--- src/rtl/bus_src_arbiter.sv ---
// ============================================================================
// Module   : bus_src_arbiter
// Function : Round-robin arbiter for the 8-to-1 bus source mux (hold timeout,
//            per-owner lock, one dead cycle between owners).
// Revision : 1.0
// ============================================================================
`default_nettype none

module bus_src_arbiter #(
  parameter int MAX_HOLD = 4,
  parameter int CNT_W    = 4
) (
  input  logic             clk,
  input  logic             rst_n,
  input  logic [7:0]       req,
  input  logic [7:0]       lock,
  output logic [7:0]       grant,
  output logic [2:0]       sel,
  output logic             bus_en,
  output logic [CNT_W-1:0] hold_cnt
);

  typedef enum logic [0:0] {
    S_IDLE  = 1'b0,
    S_GRANT = 1'b1
  } state_t;

  localparam logic [CNT_W-1:0] c_max_hold = CNT_W'(MAX_HOLD);
  localparam logic [CNT_W-1:0] c_cnt_sat  = {CNT_W{1'b1}};

  state_t           r_state;
  logic [2:0]       r_ptr;
  logic [7:0]       r_grant;
  logic [2:0]       r_sel;
  logic             r_bus_en;
  logic [CNT_W-1:0] r_hold_cnt;

  state_t           w_state_nxt;
  logic [2:0]       w_ptr_nxt;
  logic [7:0]       w_grant_nxt;
  logic [2:0]       w_sel_nxt;
  logic             w_bus_en_nxt;
  logic [CNT_W-1:0] w_hold_nxt;

  logic [7:0]       w_rot;
  logic [2:0]       w_rot_idx;
  logic [2:0]       w_win;
  logic             w_others;
  logic             w_release;

  // Rotate so the pointer position becomes bit 0, pick lowest set bit,
  // then add the pointer back to recover the absolute source index.
  always_comb begin
    w_rot     = 8'h00;
    w_rot_idx = 3'd0;
    for (int i = 0; i < 8; i++) begin
      w_rot[i] = req[3'(i) + r_ptr];
    end
    for (int i = 7; i >= 0; i--) begin
      if (w_rot[i]) w_rot_idx = 3'(i);
    end
  end

  assign w_win     = w_rot_idx + r_ptr;
  assign w_others  = |(req & ~r_grant);
  assign w_release = ~req[r_sel] |
                     ((r_hold_cnt >= c_max_hold) & w_others & ~lock[r_sel]);

  always_comb begin
    w_state_nxt  = r_state;
    w_ptr_nxt    = r_ptr;
    w_grant_nxt  = r_grant;
    w_sel_nxt    = r_sel;
    w_bus_en_nxt = r_bus_en;
    w_hold_nxt   = r_hold_cnt;
    case (r_state)
      S_IDLE: begin
        if (|req) begin
          w_state_nxt  = S_GRANT;
          w_grant_nxt  = 8'h01 << w_win;
          w_sel_nxt    = w_win;
          w_bus_en_nxt = 1'b1;
          w_hold_nxt   = {{(CNT_W-1){1'b0}}, 1'b1};
        end
      end
      S_GRANT: begin
        if (w_release) begin
          w_state_nxt  = S_IDLE;
          w_grant_nxt  = 8'h00;
          w_bus_en_nxt = 1'b0;
          w_hold_nxt   = '0;
          w_ptr_nxt    = r_sel + 3'd1;
        end else if (r_hold_cnt != c_cnt_sat) begin
          w_hold_nxt   = r_hold_cnt + 1'b1;
        end
      end
      default: begin
        w_state_nxt  = S_IDLE;
        w_grant_nxt  = 8'h00;
        w_bus_en_nxt = 1'b0;
        w_hold_nxt   = '0;
      end
    endcase
  end

  always_ff @(posedge clk or negedge rst_n) begin
    if (!rst_n) begin
      r_state    <= S_IDLE;
      r_ptr      <= 3'd0;
      r_grant    <= 8'h00;
      r_sel      <= 3'd0;
      r_bus_en   <= 1'b0;
      r_hold_cnt <= '0;
    end else begin
      r_state    <= w_state_nxt;
      r_ptr      <= w_ptr_nxt;
      r_grant    <= w_grant_nxt;
      r_sel      <= w_sel_nxt;
      r_bus_en   <= w_bus_en_nxt;
      r_hold_cnt <= w_hold_nxt;
    end
  end

  assign grant    = r_grant;
  assign sel      = r_sel;
  assign bus_en   = r_bus_en;
  assign hold_cnt = r_hold_cnt;

endmodule

`default_nettype wire

--- config.mk ---
export PLATFORM = sky130hd
export DESIGN_NAME = bus_src_arbiter
export DESIGN_NICKNAME = d
export VERILOG_FILES = /design/src/rtl/bus_src_arbiter.sv
export SDC_FILE = /design/constraint.sdc
export NUM_CORES = 1
export LEC_CHECK = 0
export BUFFER_PORTS_ARGS = -buffer_cell sky130_fd_sc_hd__buf_2
export CAP_MARGIN = 20
export CELL_PAD_IN_SITES_DETAIL_PLACEMENT = 0
export CELL_PAD_IN_SITES_GLOBAL_PLACEMENT = 2
export CORE_ASPECT_RATIO = 1.75
export CORE_MARGIN = 2
export CORE_UTILIZATION = 35
export DETAILED_ROUTE_END_ITERATION = 8
export PLACE_DENSITY_LB_ADDON = 0.1
export SYNTH_ARGS = -nofsm -noshare
export SYNTH_HDL_FRONTEND = slang
export SYNTH_SLANG_ARGS = --single-unit
--- constraint.sdc ---
create_clock -name clk -period 5.3 [get_ports clk]
set_clock_uncertainty 0.1 [all_clocks]
set_input_delay 0.53 -clock clk [delete_from_list [all_inputs] [get_ports clk]]
set_output_delay 0.53 -clock clk [all_outputs]
set_load 0.02 [all_outputs]
### Yosys cells after proc, flatten, opt, wreduce, memory -nomap -nowiden

Index checks and enable logic that the tools add are counted.

| storage, ports and cells | value |
|---|---|
| register bits | 20 |
| input port bits | 18 |
| output and inout port bits | 16 |
| logic and storage cells | 86 |

| cells by class | value |
|---|---|
| add/subtract/negate cells | 10 |
| $lt $le $gt $ge | 10 |
| equality and inequality tests | 4 |
| shift operators | 1 |
| multiplexer cells | 41 |
| bitwise gates (word level) | 8 |
| reduce and logical (&&, ||, !) cells | 6 |

Operators with widths:

| kind | number |
|---|---|
| 3-bit by 4-bit < comparator with 1-bit output (second input constant) | 9 |
| 1-bit binary-select mux with 3-bit select | 10 |
| 3-bit two-way mux | 8 |
| 8-bit two-way mux | 2 |
| 8-bit one-hot mux with 2 select lines | 1 |
| 8-bit OR reduction | 2 |
| 1-bit two-way mux | 14 |
| 3-bit adder (first input constant) | 4 |
| 4-bit two-way mux | 3 |
| 8-bit bitwise AND | 1 |
| 8-bit inverter | 1 |
| 4-bit one-hot mux with 2 select lines | 1 |
| 2-bit AND reduction | 4 |
| 1-bit by 3-bit left shift with 8-bit output (first input constant) | 1 |
| 2-bit by 3-bit adder with 3-bit output (first input constant) | 2 |
| 4-bit by 1-bit adder with 4-bit output (second input constant) | 1 |
| 4-bit by 3-bit greater-or-equal comparator with 1-bit output (second input constant) | 1 |
| 4-bit != test (second input constant) | 1 |
| 1-bit one-hot mux with 2 select lines | 2 |
| 1-bit by 3-bit adder with 3-bit output (first input constant) | 1 |
| 3-bit by 1-bit adder with 3-bit output (second input constant) | 1 |
| 3-bit adder | 1 |
| 3-bit by 1-bit != test with 1-bit output (second input constant) | 1 |
| 1-bit inverter | 3 |
| other kinds (4) | 5 |

### Depth between registers and ports, before layout

| depth | value |
|---|---|
| word-level depth | 15 |
| mapped depth | 17 |
| depth with buffers taken out | 15 |

### Worst setup path after synthesis

OpenSTA, ideal clock, no wires.

| timing | value |
|---|---|
| kind | reg-to-reg |
| from | register r_ptr[1] |
| to | register r_grant[0] (netlist: grant[0]) |
| arrival | 3631 ps |
| setup slack | 1447 ps |
| cell stages (with the launch flop) | 17 |
| buffers on the path | 2 |
| clock period less this slack | 3853 ps |
| path through | dfrtp_1 -> clkbuf_1 -> inv_1 -> ha_1 -> buf_2 -> mux2i_1 -> mux4_2 -> nand2b_1 -> o21ai_0 -> nand2_1 -> a221oi_1 -> ha_1 -> inv_1 -> fa_1 -> xor2_1 -> nand3_1 -> a32o_1 |

| between the ends | value |
|---|---|
| word-level cells in the longest chain between the ends | 15 |

RTL lines:

| item | line | source |
|---|---|---|
| start: declaration | 32 | `logic [2:0] r_ptr;` |
| start signal: assignment | 116 | `r_ptr <= w_ptr_nxt;` |
| 3-bit adder | 57 | `w_rot[i] = req[3'(i) + r_ptr];` |
| 1-bit binary-select mux with 3-bit select | 57 |  |
| 1-bit two-way mux (implied by the code) | 57 |  |
| 3-bit two-way mux (8 in a row) | 60 | `if (w_rot[i]) w_rot_idx = 3'(i);` |
| 3-bit adder (*) | 64 | `assign w_win = w_rot_idx + r_ptr;` |
| 1-bit by 3-bit left shift with 8-bit output (*) | 80 | `w_grant_nxt = 8'h01 << w_win;` |
| 8-bit two-way mux (*) | 78 | `if (\|req) begin` |
| 8-bit one-hot mux with 2 select lines (*) | 76 | `case (r_state)` |
| end signal: assignment | 117 | `r_grant <= w_grant_nxt;` |
| end: declaration | 33 | `logic [7:0] r_grant;` |

Every way passes the cells marked *; elsewhere a longest branch is shown, timed or not. The select of a mux whose other input is x is not followed.
A chain may end at the register's enable or synchronous reset.

### Worst setup path after layout

Same ends and word-level chain as after synthesis.

==> summary.md <==
| Metric | Value |
|---|---|
| CTS tree | `built` |
| Drt wl/cell | `19.03 um` |
| Final Hold Fails | `0` |
| I/O pin cnt | `34` |
| R2r startpoint | `r_ptr[1]` |
| CP delay by family, top | `adder cells` |
| Max VDD drop | `0.5331 mV` |
| Number of DRC markers in iteration 0 | `84` |
| Vias in the first global route | `1,700` |
| Cell count after synthesis | `175` |
| CTS max path bufs | `2` |
| Core Rows | `34` |
| DRT Pass-1 Iters | `4` |
| Worst-path clk slew | `0.07 ns` |
| Worst path max stage delay | `0.57 ns` |
| Worst setup path startpoint | `r_ptr[1]` |
| Buf+Inv Stages, Crit Path | `2` |
| Die width | `58.03 um` |
| Top layer in use | `met4` |
| Final setup viols | `0` |
| Design Area, Final | `2029 sq um` |
| Die outline height | `98.55 um` |
| Vias post-DR | `1,576` |
| Drt via density | `6.062` |
| Footprint of the multi-input gates | `1214 sq um` |
| Placed insts | `257` |
| Clock power share | `0.066` |
| Top-count cell post-synth | `dfrtp_1` |
| Slew HR | `0.3048` |
| Final std cells w/o fill | `260` |
| Synth Area in Simple Gates | `0.1798` |
| Placer's final routability congestion estimate | `0.7681` |
| Pint | `0.7357 mW` |
| Startpoint Class | `register` |
| Register area | `500.5 sq um` |
| GRT overflow | `0` |
| P per Cell Area | `736.1 nW/um^2` |
| CTS buffer count | `3` |
| Synth Area in XOR/XNOR | `0.02939` |
| Worst EP arrival | `4.15 ns` |
| Post-synth cell types | `42` |
| WL met2 | `2.784 mm` |
| Routed wire length | `4.949 mm` |
| Required @ worst endpoint | `5.35 ns` |
| Met3 wire len | `162 um` |
| GRT Overall Usage | `0.1859` |
| Yosys top cell by area | `dfrtp_1` |
| Final max-slew violation count | `0` |
| Hpwl dp | `3.923 mm` |
| Resize count post-CTS | `0` |
| H-tree depth | `1` |
| Sequential share of power | `0.197` |
| Clock Latency Late Sink | `0.26 ns` |
| Combinational power share | `0.737` |
| Largest family of logic cells by synthesized area | `multiplexers` |
| CP Class | `register to register` |
| Worst path depth | `14` |
| # diodes | `0` |
| MaxCap Viol Count | `0` |
| Nets | `232` |
| Post-Route M1 WL | `1.889 mm` |
| Crit path capture type | `register` |
| Core Area | `4935 sq um` |
| Layout cells sized above 1 | `0.2864` |
| Multiplexer share of the synthesized area | `0.2757` |
| IO buf count | `33` |
| Hold_buf cts | `0` |
| Fill cell count | `502` |
| Pin count of the biggest net entering global routing | `21` |
| Setup TNS | `0 ns` |
| Placed cell areas | `1988 sq um` |
| Final Critical Period | `4.098 ns` |
| Die ar. | `5719 sq um` |
| Initial Utilization | `0.3623` |
| Final period util | `0.7732` |
| Commonest cells in the netlist | `dfrtp_1, nand2_1, mux4_2, nand3_1, o21ai_0` |
| Initial antenna violation count | `0` |
| Worst-margin pin slew | `1.034 ns` |
| Mapped cell area | `1788 sq um` |
| Top FF cell, synth | `dfrtp_1` |
| Compound-Gate Fraction of Synth Area | `0.1477` |
| Worst Hold Class | `primary input to asynchronous set/reset pin` |
| Final ANT Viol Nets | `0` |
| Critical-path maximum fanout | `10` |
| Area Growth Syn to Fin | `13.51%` |
| CP Cell Sequence | `inv_1 -> ha_1 -> mux2i_1 -> mux4_2 -> nand2b_1 -> o21ai_0 -> nand2_1 -> a221oi_1 -> ha_1 -> inv_1 -> fa_1 -> xor2_1 -> nand3_1 -> a32o_1` |
| Post-route DRC | `0` |
| Global-route wire length before repair | `8.245 mm` |
| Sw frac | `0.5076` |
| Psw | `0.7583 mW` |
| Setup Buffers After CTS | `0` |
| Sequential area share after synthesis | `0.2799` |
| Final hold slack | `0.1200 ns` |
| Number of synthesized flops with an enable pin | `0` |
| Syn_nets | `199` |
| Status | `complete, no violations` |
| Top cell type's share of synthesized area | `0.2799` |
| Root buf cell | `clkbuf_8` |
| R2R depth | `14` |
| CTS sink count | `20` |
| Synth Area per Inst | `10.22 sq um` |
| Synth top area cells | `dfrtp_1, mux4_2, mux2i_1, nand3_1, nand2_1` |
| Synth warn | `0` |
| Fmax | `244.0 MHz` |
| Seq cells post-synth | `20` |
| RSZ-0062 raised after global routing | `no` |
| Crit-path slowest cell | `dfrtp_1` |
| Leak | `0.8944 nW` |
| Area share of fa/ha/maj cells after synthesis | `0.04619` |
| Ys async rst share | `1.000` |
-- state kept, by name, summed over array words and instances (netlist names) --
signal    cells
bus_en        1
r_state       1
sel           3
grant         8
hold_cnt      4
r_ptr         3
-- through the flow --
stage          setup slack (ns)  utilization  power, mW
2_1_floorplan             1.447            -      1.158
3_3_place_gp              1.330       0.4029      1.384
3_5_place_dp              1.197       0.4029      1.399
4_1_cts                   1.181       0.4113      1.505
5_1_grt                  0.8499       0.4113      1.629
6_report                  1.202       0.4113      1.494
-- placed cells by master (no fill, tap or decap), types with 3 or more instances in the layout --
master / synthesis / routed
a21oi_1: 5 / 5
a32o_1: 5 / 5
buf_2: 1 / 33
clkbuf_8: 0 / 3
dfrtp_1: 20 / 20
ha_1: 5 / 5
inv_1: 8 / 8
mux2i_1: 8 / 8
mux4_2: 14 / 14
nand2_1: 17 / 17
nand2b_1: 9 / 9
nand3_1: 14 / 14
nor2_1: 9 / 9
nor4_1: 5 / 5
o21ai_0: 12 / 12
xnor2_1: 3 / 3
xor2_1: 3 / 3
-- power by group through the flow --
stage	clock network (mW)	registers, mW	logic (mW)
finish	0.0989	0.295	1.10
detailed placement	0	0.299	1.10
global placement	0	0.294	1.09
global route	0.110	0.305	1.21
floorplan	0	0.285	0.873
CTS	0.102	0.296	1.11
-- final cells by class --
cell class                 instances  area share
multi-input combinational        140      0.5980
tap                               54     0.03329
sequential                        20      0.2466
timing repair buffer              34     0.08508
clock buffer                       3     0.02035
inverter                           9     0.01665
-- cell families (layout without fill, tap and decap cells) --
kind of cell | Yosys count | count (layout)
xor+xnor | 6 | 6
simple gates | 64 | 64
fa+ha+maj | 6 | 6
flops | 20 | 20
buf+inv | 15 | 46
mux | 27 | 27
compound gates | 37 | 37
-- path summary, 6_finish.rpt --
| path | endpoint | slack [ns] |
|---|---|---|
| setup / recovery | grant[0] | 1.20 |
| hold / removal | grant[1] | 0.12 |
| setup reg to reg | grant[0] | 1.20 |
| hold reg to reg | bus_en | 0.41 |
| min in group clk | bus_en | 0.41 |
| max in group asynchronous | r_state | 4.65 |
-- metal layers --
layer  vias up  global-route usage
met5         -                   0
met4         0             0.07692
met3        11             0.01575
met2        43              0.3444
met1       779              0.2101
li1        743                   -
-- worst reg2reg max path, cell delays in order (launching register included) --
cell and delay, ns:
dfrtp_1 0.57, inv_1 0.16, ha_1 0.48, mux2i_1 0.18
mux4_2 0.46, nand2b_1 0.15, o21ai_0 0.07, nand2_1 0.07
a221oi_1 0.25, ha_1 0.19, inv_1 0.05, fa_1 0.40
xor2_1 0.33, nand3_1 0.21, a32o_1 0.32
Note: power is estimated with default switching activity, not from simulation.
